## config.mk

```make
export PLATFORM = sky130hd
export DESIGN_NAME = switchesqsys_nios2_processor_oci_dct_packer
export DESIGN_NICKNAME = d
export VERILOG_FILES = /design/src/rtl/switchesqsys_nios2_oci_trace_pkg.sv /design/src/rtl/switchesqsys_nios2_processor_oci_frame_emit.sv /design/src/rtl/switchesqsys_nios2_processor_oci_dct_packer.sv
export SDC_FILE = /design/constraint.sdc
export NUM_CORES = 1
export LEC_CHECK = 0
export BUFFER_PORTS_ARGS = -buffer_cell sky130_fd_sc_hd__buf_2
export CAP_MARGIN = 20
export CORE_ASPECT_RATIO = 0.75
export CORE_MARGIN = 2
export CORE_UTILIZATION = 49
export DETAILED_ROUTE_END_ITERATION = 12
export PLACE_DENSITY_LB_ADDON = 0.12
export SETUP_SLACK_MARGIN = 0.5
export SLEW_MARGIN = 20
export SYNTH_ARGS = -nofsm -noshare
export SYNTH_HDL_FRONTEND = slang
export SYNTH_HIERARCHICAL = 1
export SYNTH_SLANG_ARGS = --single-unit
export TNS_END_PERCENT = 10
```

## constraint.sdc

```tcl
create_clock -name clk -period 5.4 [get_ports clk]
set_input_delay 1.08 -clock clk [delete_from_list [all_inputs] [get_ports clk]]
set_output_delay 1.08 -clock clk [all_outputs]
set_load 0.05 [all_outputs]
```

## src/rtl/switchesqsys_nios2_oci_trace_pkg.sv

```systemverilog
// switchesqsys_nios2_oci_trace_pkg: shared constants, frame types and emitter state for the OCI DCT trace packer
package switchesqsys_nios2_oci_trace_pkg;
    localparam int DEF_DCT_DEPTH = 15;
    localparam int DEF_ADDR_W = 32;
    localparam int DEF_FRAME_W = 36;
    localparam logic [1:0] FT_DCT_FULL = 2'b00;
    localparam logic [1:0] FT_DCT_PARTIAL = 2'b01;
    localparam logic [1:0] FT_ADDR = 2'b10;
    localparam logic [1:0] FT_OVF = 2'b11;
    localparam logic [1:0] DCT_TAKEN = 2'b01;
    localparam logic [1:0] DCT_NOT_TAKEN = 2'b10;
    typedef enum logic [1:0] {IDLE, SEND_DCT, SEND_ADDR, SEND_OVF} emit_state_t;
    function automatic logic [35:0] addr_frame(input logic [31:0] a);
        return {FT_ADDR, 2'b00, a};
    endfunction
endpackage

```

## src/rtl/switchesqsys_nios2_processor_oci_frame_emit.sv

```systemverilog
// switchesqsys_nios2_processor_oci_frame_emit: holding registers, output FSM and valid/ready handshake
// OCI_DCT_OVF_MARKER_EN adds a dropped-trigger counter reported through an overflow marker frame.
module switchesqsys_nios2_processor_oci_frame_emit
    import switchesqsys_nios2_oci_trace_pkg::*;
#(
    parameter int BUF_W = 2 * DEF_DCT_DEPTH,
    parameter int ADDR_W = DEF_ADDR_W,
    parameter int FRAME_W = DEF_FRAME_W
) (
    input  logic               clk,
    input  logic               reset,
    input  logic               trig,
    input  logic               trig_partial,
    input  logic               trig_addr,
    input  logic [3:0]         trig_count,
    input  logic [BUF_W-1:0]   trig_buffer,
    input  logic [ADDR_W-1:0]  trig_addr_val,
    input  logic               frame_ready,
    output logic               frame_valid,
    output logic [FRAME_W-1:0] frame_data,
    output logic               overflow
);
    emit_state_t state;
    logic addr_pend;
    logic [ADDR_W-1:0] hold_addr;
    logic fire, last, free, take, drop, marker;
    logic t_v, t_p, t_a;
    logic [3:0] t_cnt;
    logic [BUF_W-1:0] t_buf;
    logic [ADDR_W-1:0] t_ad;
    assign fire = frame_valid && frame_ready;
    // A trigger coinciding with the final transfer of a sequence is still accepted.
    assign last = fire && (state != SEND_DCT || !addr_pend);
    assign free = state == IDLE || last;
`ifdef OCI_DCT_OVF_MARKER_EN
    logic [15:0] ovf_cnt;
    logic h_v, h_p, h_a;
    logic [3:0] h_cnt;
    logic [BUF_W-1:0] h_buf;
    logic [ADDR_W-1:0] h_ad;
    assign marker = state == IDLE && ovf_cnt != '0;
    assign t_v = h_v || trig;
    assign t_p = h_v ? h_p : trig_partial;
    assign t_a = h_v ? h_a : trig_addr;
    assign t_cnt = h_v ? h_cnt : trig_count;
    assign t_buf = h_v ? h_buf : trig_buffer;
    assign t_ad = h_v ? h_ad : trig_addr_val;
    assign take = t_v && free && !marker;
    assign drop = trig && (h_v || !free);
    // A trigger that loses to the marker waits here instead of being dropped.
    always_ff @(posedge clk) begin
        if (reset) begin
            ovf_cnt <= '0;
            h_v <= 1'b0;
            {h_p, h_a, h_cnt, h_buf, h_ad} <= '0;
        end else begin
            ovf_cnt <= marker ? '0 : (drop && ovf_cnt != '1) ? ovf_cnt + 16'd1 : ovf_cnt;
            h_v <= (trig && marker) || (h_v && !take);
            if (trig && marker) {h_p, h_a, h_cnt, h_buf, h_ad} <= {trig_partial, trig_addr, trig_count, trig_buffer, trig_addr_val};
        end
    end
`else
    assign marker = 1'b0;
    assign t_v = trig;
    assign t_p = trig_partial;
    assign t_a = trig_addr;
    assign t_cnt = trig_count;
    assign t_buf = trig_buffer;
    assign t_ad = trig_addr_val;
    assign take = trig && free;
    assign drop = trig && !free;
`endif
    always_ff @(posedge clk) begin
        if (reset) begin
            state <= IDLE;
            frame_valid <= 1'b0;
            frame_data <= '0;
            addr_pend <= 1'b0;
            hold_addr <= '0;
            overflow <= 1'b0;
        end else begin
            overflow <= overflow || drop;
            if (fire) begin
                if (state == SEND_DCT && addr_pend) begin
                    state <= SEND_ADDR;
                    frame_data <= addr_frame(hold_addr);
                    addr_pend <= 1'b0;
                end else begin
                    state <= IDLE;
                    frame_valid <= 1'b0;
                end
            end
            if (take) begin
                frame_valid <= 1'b1;
                if (t_cnt != 4'd0) begin
                    state <= SEND_DCT;
                    frame_data <= {t_p ? FT_DCT_PARTIAL : FT_DCT_FULL, t_cnt, t_buf};
                    addr_pend <= t_a;
                    hold_addr <= t_ad;
                end else begin
                    state <= SEND_ADDR;
                    frame_data <= addr_frame(t_ad);
                    addr_pend <= 1'b0;
                end
            end
`ifdef OCI_DCT_OVF_MARKER_EN
            if (marker) begin
                state <= SEND_OVF;
                frame_valid <= 1'b1;
                frame_data <= {FT_OVF, 18'b0, ovf_cnt};
            end
`endif
        end
    end
endmodule

```

## src/rtl/switchesqsys_nios2_processor_oci_dct_packer.sv

```systemverilog
// switchesqsys_nios2_processor_oci_dct_packer: accumulates branch outcome codes and triggers trace frames
// Optional overflow marker frames are enabled with OCI_DCT_OVF_MARKER_EN (handled in the frame emitter).
module switchesqsys_nios2_processor_oci_dct_packer
    import switchesqsys_nios2_oci_trace_pkg::*;
#(
    parameter int DCT_DEPTH = DEF_DCT_DEPTH,
    parameter int ADDR_W = DEF_ADDR_W,
    parameter int FRAME_W = DEF_FRAME_W
) (
    input  logic                   clk,
    input  logic                   reset,
    input  logic                   trace_en,
    input  logic                   dct_valid,
    input  logic [1:0]             dct_code,
    input  logic                   ind_valid,
    input  logic [ADDR_W-1:0]      ind_addr,
    input  logic                   frame_ready,
    output logic                   frame_valid,
    output logic [FRAME_W-1:0]     frame_data,
    output logic [2*DCT_DEPTH-1:0] dct_buffer,
    output logic [3:0]             dct_count,
    output logic                   overflow
);
    localparam int BUF_W = 2 * DCT_DEPTH;
    localparam logic [3:0] FULL_CNT = 4'(DCT_DEPTH);
    logic trace_en_d, acc, trig_a, trig_b, trig_c, trig;
    logic [BUF_W-1:0] nbuf;
    logic [3:0] ncnt;
    assign acc = trace_en && dct_valid;
    assign nbuf = acc ? {dct_buffer[BUF_W-3:0], dct_code} : dct_buffer;
    assign ncnt = dct_count + {3'b0, acc};
    assign trig_a = acc && ncnt == FULL_CNT;
    assign trig_b = trace_en && ind_valid;
    assign trig_c = trace_en_d && !trace_en && dct_count != 4'd0;
    assign trig = trig_a || trig_b || trig_c;
    // The live buffer clears on every trigger, even one the emitter has to drop.
    always_ff @(posedge clk) begin
        if (reset) begin
            trace_en_d <= 1'b0;
            dct_buffer <= '0;
            dct_count <= '0;
        end else begin
            trace_en_d <= trace_en;
            dct_buffer <= trig ? '0 : nbuf;
            dct_count <= trig ? '0 : ncnt;
        end
    end
    switchesqsys_nios2_processor_oci_frame_emit #(
        .BUF_W(BUF_W),
        .ADDR_W(ADDR_W),
        .FRAME_W(FRAME_W)
    ) u_emit (
        .clk(clk),
        .reset(reset),
        .trig(trig),
        .trig_partial(trig_b || trig_c),
        .trig_addr(trig_b),
        .trig_count(ncnt),
        .trig_buffer(nbuf),
        .trig_addr_val(ind_addr),
        .frame_ready(frame_ready),
        .frame_valid(frame_valid),
        .frame_data(frame_data),
        .overflow(overflow)
    );
endmodule

```

==> results of run 1 <==
## metrics by stage
step | power [W] | cells | setup WS [ns]
2_1_floorplan | 0.00111 | 596 | 1.41
3_3_place_gp | 0.00119 | 804 | 1.43
3_5_place_dp | 0.00119 | 804 | 1.42
4_1_cts | 0.00196 | 820 | 1.79
5_1_grt | 0.00202 | 820 | 1.59
6_report | 0.00195 | 820 | 1.79
## cells in the mapped netlist, types with 3 or more instances
cell	instances
a211oi_1	34
a21oi_1	9
a31oi_1	31
a41o_1	30
buf_2	19
buf_8	3
clkbuf_1	27
dfxtp_1	108
inv_1	35
mux2i_1	62
nand2_1	129
nand2b_1	26
nand3_1	4
nor2_1	3
o211ai_1	4
or2b_1	16
or2b_2	24
## cell families after synthesis
| logic type | synth area share, % |
|---|---|
| AO/OA/AOI/OAI | 16.9 |
| XOR/XNOR | 0.473 |
| adder cells (fa/ha/maj) | 0.473 |
| buffers and inverters | 7.45 |
| flip-flops | 40.9 |
| multiplexers | 11.7 |
| AND/OR/NAND/NOR | 22.1 |
## critical path, delay by kind of cell
| kind | cells | cell delay (ns) |
|---|---|---|
| AOI/OAI and AO/OA | 1 | 0.16 |
| and+or+nand+nor | 3 | 1.05 |
| buffers and inverters | 5 | 0.77 |
| muxes | 1 | 0.22 |
| adders and majority gates | 2 | 0.60 |
## final timing paths
path / cells past startpoint / slack (ns) / start / to
setup reg to reg: 9 / 2.40 / dct_count[0] / u_emit/hold_addr[7]
hold / removal: 2 / 0.47 / u_emit/frame_data[16] / u_emit/frame_data[16]
hold reg to reg: 2 / 0.47 / u_emit/frame_data[16] / u_emit/frame_data[16]
setup / recovery: 12 / 1.79 / trace_en / u_emit/hold_addr[7]
## sequential cells by signal, indices dropped and copies added (netlist names)
name,count
u_emit/frame_data,36
u_emit/hold_addr,32
dct_buffer,30
dct_count,4
u_emit/state,2
trace_en_d,1
u_emit/addr_pend,1
u_emit/frame_valid,1
u_emit/overflow,1
## per-layer routing
metal | GRT usage [%] | routed length, um | part of all wire, % | up-vias
met3 | 5.22 | 1080 | 7.6 | 13
met1 | 38.5 | 7120 | 50 | 2161
li1 | - | - | - | 2230
met5 | 0 | 0 | 0 | -
met4 | 6.27 | 128 | 0.90 | 0
met2 | 34.5 | 5930 | 42 | 163
## layout by cell type, fill, tap and decap left out, types with 2 or more instances in the layout
cell       count
a211oi_1      34
a21oi_1        9
a311oi_1       2
a31oi_1       31
a41o_1        30
buf_2        111
buf_4         12
bufinv_16      3
clkbuf_16      9
dfxtp_1      108
ha_1           2
inv_1         35
mux2i_1       62
nand2_1      128
nand2b_1      26
nand3_1        4
nand4_1        2
nor2_1         3
nor3_1         2
nor4_1         2
nor4_4         2
o211ai_1       4
or2b_1        16
or2b_2        24
## final cells by class
| class | count | area [um2] | area share [%] |
|---|---|---|---|
| tap | 136 | 170 | 2.73 |
| multi-input combinational | 402 | 2770 | 44.4 |
| sequential | 108 | 2160 | 34.7 |
| inverter | 35 | 131 | 2.11 |
| clock inverter | 6 | 111 | 1.79 |
| timing repair buffer | 123 | 646 | 10.4 |
| clock buffer | 10 | 239 | 3.84 |
## power groups by stage
| stage | clock network (W) | registers [W] | logic, W |
|---|---|---|---|
| after floorplan | 0 | 0.000953 | 0.000161 |
| after global placement | 0 | 0.000871 | 0.000319 |
| after detailed placement | 0 | 0.000871 | 0.000322 |
| after CTS | 0.000781 | 0.000853 | 0.000323 |
| after global routing | 0.000815 | 0.000857 | 0.000346 |
| final | 0.000772 | 0.000853 | 0.000324 |
==> summary.md, run 1 <==
| Metric | Value |
|---|---|
| CTS Buf Count | `9` |
| Hold WC Path Type | `flip-flop to flip-flop` |
| Synth unique cells | `between 40 and 50` |
| Die area | `approximately 12000 um2` |
| Via density | `around 5.6` |
| Initial Util | `between 50% and 60%` |
| # setup viols final | `0` |
| Post-CTS Setup Bufs | `0` |
| Crit path launch type | `input port` |
| GRT Util Overall | `approximately a quarter` |
| Top Ports | `~110` |
| F_max | `roughly 280 MHz` |
| Sequential power share | `between 40% and 50%` |
| Yosys warns | `6` |
| Final instance area | `6230 um2` |
| Crit path capture type | `flip-flop` |
| CTS tree | `built` |
| Final wirelength | `between 10000 and 15000 um` |
| Final Critical Period | `between 3 and 4 ns` |
| Worst slew pin tran | `between 0.8 and 0.9 ns` |
| Wire length per cell | `about 17 um` |
| Final core occ | `approximately three fifths` |
| Largest net degree at the start of global routing | `approximately 80` |
| Post-synth EDFFs | `0` |
| Die width | `124 um` |
| Final Max Slew Viols | `0` |
| DP Wirelength | `about 9600 um` |
| Syn Std Cell Area | `between 5000 and 6000 um2` |
| Combinational power share | `between 10% and 20%` |
| Critical Path RT | `between 5 and 6 ns` |
| Headroom to the max-slew limit | `around two fifths` |
| 1st-pass router iterations | `5` |
| CP Max Fanout | `13` |
| DRC Markers | `0` |
| Sw Ratio | `28.3%` |
| # nets final | `between 700 and 800` |
| Antenna violations before repair | `0` |
| Syn nets | `approximately 640` |
| Final Wtd Congestion | `a little under 0.9` |
| Main synth FF type | `dfxtp_1` |
| Initial DRC count | `between 300 and 400` |
| Cts hold-fix bufs | `0` |
| Final hold slack | `between 0.4 and 0.5 ns` |
| Register bit total from synthesis | `about 110` |
| Area leader, netlist | `dfxtp_1` |
| Syn Area/Cell | `between 8 and 9 um2` |
| Crit-path slowest cell | `nor3_4` |
| Critical Path, Cell by Cell | `buf_2 -> nand2_2 -> inv_1 -> ha_1 -> ha_1 -> inv_1 -> nor4_4 -> a21o_1 -> inv_1 -> nor3_4 -> buf_4 -> mux2i_1` |
| Arr. time, crit path | `slightly below 4 ns` |
| Grt ovf | `0` |
| Endpoints failing hold | `0` |
| Worst-path clk slew | `0.07 ns` |
| Clock share of power | `39.6%` |
| Mapped Cells | `roughly 600` |
| P_sw | `around 0.00055 W` |
| PD cells | `about 310 nW/um2` |
| CTS root buf | `clkbuf_16` |
| Async S/R FF share, synth | `0%` |
| Core ar. | `about 10000 um2` |
| FILL cells | `a little under 1k` |
| ANT nets after route | `0` |
| Kind of critical path | `input port to flip-flop` |
| Clk buf depth | `2` |
| Top-area cell type share of the netlist area | `roughly 40%` |
| Post-cts sizing count | `0` |
| CTS H-Tree Depth | `3` |
| Power Internal | `0.00140 W` |
| Layout cells sized above 1 | `between 20% and 30%` |
| Synth top area cells | `dfxtp_1 (41%), mux2i_1 (12%), nand2_1 (9.2%)` |
| Diode count | `0` |
| Via count | `roughly 4.6k` |
| Max-cap violations | `0` |
| First-pass GRT wire length | `~22000 um` |
| Fin crit share | `~67%` |
| Num rows | `32` |
| Clock Latency Late Sink | `approximately 0.36 ns` |
| Unrepaired setup endpoints after global routing | `false` |
| Status | `finished, final reports clean` |
| Area Growth Syn to Fin | `17.7%` |
| Most frequent CP cell | `inv_1` |
| Setup tns final | `0 ns` |
| Chip Height | `94.0 um` |
| PortBufs | `around 110` |
| Placed cell area | `just under 6000 um2` |
| Vias in the first global route | `approximately 4.0k` |
| Sequential fraction of the synthesis area | `about two fifths` |
| Sink Count | `approximately 110` |
| Crit-path max cell delay | `between 0.6 and 0.7 ns` |
| Worst Skew | `approximately 0.008 ns` |
| LEAKAGE | `between 2 and 3 nW` |
| Worst vdd ir | `between 0.2 and 0.25 mV` |
Note: power is estimated with default switching activity, not from simulation.
==> run 2: changes to the inputs <==
Settings changed: ABC_AREA from default to 1.
Clock period 5.4 ns to 3 ns, I/O delays scaled along.
==> run 2 against run 1 <==
- cell count up 24%
- die area up 2.5%
- sequential power up 83%
- clock power up 49%
- global-route usage up 0.52 points
- non-clock buffer count up 4
- via count up 18%
==> summary.md, run 2 <==
| Metric | Value |
|---|---|
| CTS root buf | `clkbuf_16` |
| Crit path launch type | `input port` |
| Antenna violations before repair | `0` |
| Sequential fraction of the synthesis area | `roughly 40%` |
| CTS Buf Count | `9` |
| Diode count | `0` |
| Worst R2R Setup Slack | `approximately 0.79 ns` |
| Endpoints failing hold | `0` |
| Grt ovf | `0` |
| Worst-path clk slew | `~0.07 ns` |
| Max-cap violations | `0` |
| CP top delay family | `simple AND/OR/NAND/NOR gates` |
| Hold Path Cell Cnt | `2` |
| Levels on crit path | `15` |
| Arr. time, crit path | `around 2.6 ns` |
| Mapped Cells | `around 790` |
| PD cells | `approximately 570 nW/um2` |
| Most common cell in the synthesized netlist | `nand2_1` |
| Via density | `about 5.3` |
| Clock Latency Late Sink | `roughly 0.35 ns` |
| DRC Markers | `0` |
| Synth top area cells | `dfxtp_1 (40%), nand2_1 (15%), nand3_1 (9.9%)` |
| Hold WC Path Type | `flip-flop to flip-flop` |
| Register bit total from synthesis | `about 110` |
| Clk buf depth | `2` |
| Final core occ | `between 50% and 60%` |
| 1st-pass router iterations | `7` |
| Kind of critical path | `input port to flip-flop` |
| Worst Skew | `~0.0075 ns` |
| Pre-CTS setup slack | `roughly 0.056 ns` |
| Largest regs | `u_emit/frame_data x36, u_emit/hold_addr x32, dct_buffer x30` |
| Number of buffers and inverters on the critical path | `4` |
| Worst vdd ir | `between 0.3 and 0.4 mV` |
| Yosys warns | `6` |
| Commonest non-fill, non-tap cell in the layout | `nand2_1` |
| Worst slew pin tran | `between 0.8 and 0.9 ns` |
| Die area | `11900 um2` |
| Most frequent cells in the layout | `nand2_1 (208), buf_2 (111), dfxtp_1 (108)` |
| CTS H-Tree Depth | `3` |
| Setup tns final | `0 ns` |
| Chip Height | `between 90 and 100 um` |
| Area leader, netlist | `dfxtp_1` |
| GRT Util Overall | `between 20% and 30%` |
| Initial Util | `around half` |
| List of most frequent post-synthesis cells | `nand2_1 (210), dfxtp_1 (108), nand3_1 (107), inv_1 (81), a21oi_1 (73)` |
| Critical Path RT | `around 3.3 ns` |
| Cts hold-fix bufs | `0` |
| # nets final | `slightly above 900` |
| Most flop-heavy register | `u_emit/frame_data` |
| Crit path capture type | `flip-flop` |
| Main synth FF type | `dfxtp_1` |
| Via count | `5410` |
| Max FFs per register | `36` |
| Async S/R FF share, synth | `0%` |
| Syn Area/Cell | `a little under 7 um2` |
| Layout cells sized above 1 | `between 20% and 30%` |
| Critical Path, Cell by Cell | `buf_2 -> nand2_2 -> inv_2 -> ha_1 -> ha_4 -> nand2_1 -> inv_1 -> nand2_1 -> nor2_1 -> nand2_2 -> nand2_4 -> nand2_8 -> inv_8 -> nand3_1 -> a21oi_1` |
| Die width | `about 130 um` |
| Sink Count | `108` |
| F_max | `roughly 430 MHz` |
| Syn Std Cell Area | `between 5000 and 6000 um2` |
| Num rows | `33` |
| R2r worst-path depth | `12` |
| LEAKAGE | `about 3.1 nW` |
| Initial DRC count | `456` |
| PortBufs | `between 100 and 150` |
| Final wirelength | `roughly 15000 um` |
| Syn nets | `a little over 800` |
| Final Max Slew Viols | `0` |
| DP Wirelength | `approximately 10000 um` |
| Wire length per cell | `approximately 15 um` |
| Vias in the first global route | `between 5k and 6k` |
| Final Wtd Congestion | `0.833` |
| Headroom to the max-slew limit | `between 40% and 50%` |
| Area Growth Syn to Fin | `16.0%` |
| Fin crit share | `approximately 80%` |
| Core ar. | `10900 um2` |
| Synth unique cells | `31` |
| Crit-path max cell delay | `roughly 0.32 ns` |
| # setup viols final | `0` |
| ANT nets after route | `0` |
| First-pass GRT wire length | `24800 um` |
| Crit-path slowest cell | `ha_4` |
| Final Critical Period | `2.35 ns` |
| Post-CTS Setup Bufs | `0` |
| Top-area cell type share of the netlist area | `between 30% and 40%` |
| Largest net degree at the start of global routing | `75` |
| Unrepaired setup endpoints after global routing | `false` |
| Top Ports | `between 100 and 150` |
| Post-synth EDFFs | `0` |
| Worst Setup Slack, final | `0.652 ns` |
| CP Max Fanout | `36` |
| CTS tree | `built` |
| Status | `finished, final reports clean` |
==> run 2: metrics by stage <==
stage | total power (W) | instance area [um2] | hold WS [ns] | std cells
global placement | 0.00245 | 5970 | 0.438 | 996
finish | 0.00359 | 6300 | 0.448 | 1013
global route | 0.00376 | 6300 | 0.476 | 1013
floorplan | 0.00227 | 5450 | 0.444 | 786
detailed placement | 0.00246 | 5970 | 0.436 | 996
CTS | 0.00359 | 6250 | 0.447 | 1012
==> run 2: path summary, 6_finish.rpt <==
check                   from                   end
max reg2reg     dct_count[0]  u_emit/hold_addr[23]
max                 trace_en  u_emit/hold_addr[23]
min reg2reg  u_emit/overflow       u_emit/overflow
min          u_emit/overflow       u_emit/overflow
==> run 2: power breakdown <==
part,internal (W),switching (W)
registers,0.00152,0.0000477
clock network,0.000611,0.000536
logic,0.000253,0.000624
total,0.00238,0.00121
==> run 2: layout make-up <==
cell class                      count  area (um2)
Clock buffer                       13         260
Clock inverter                      3        21.3
Fill cell                        1093        4560
Inverter                           85         327
Multi-Input combinational cell    537        2650
Sequential cell                   108        2160
Tap cell                          140         175
Timing Repair Buffer              127         699
==> run 2: routing by layer <==
| metal | up-vias | share of wire (%) | track usage [%] |
|---|---|---|---|
| li1 | 2660 | - | - |
| met1 | 2546 | 44 | 31.4 |
| met2 | 175 | 49 | 44.6 |
| met3 | 29 | 5.4 | 4.88 |
| met4 | 0 | 2.3 | 9.17 |
| met5 | - | 0 | 0 |
==> run 2: timing repair <==
| action | 4_1_cts | 5_1_grt |
|---|---|---|
| gates resized for setup | 2 | 7 |
| setup endpoints to repair | 41 | 62 |
| gates cloned | 0 | 1 |
| pin swaps | 0 | 1 |
==> run 2: kinds of logic after synthesis <==
logic type | synth area share (%)
simple gates | 37.5
buf+inv | 12.2
flops | 39.8
compound gates | 9.98
fa+ha+maj | 0.461
==> run 2: worst min-delay path, cell delays in order, from the launching register on <==
cell     delay [ns]
dfxtp_1        0.31
inv_1          0.04
a21oi_1        0.05
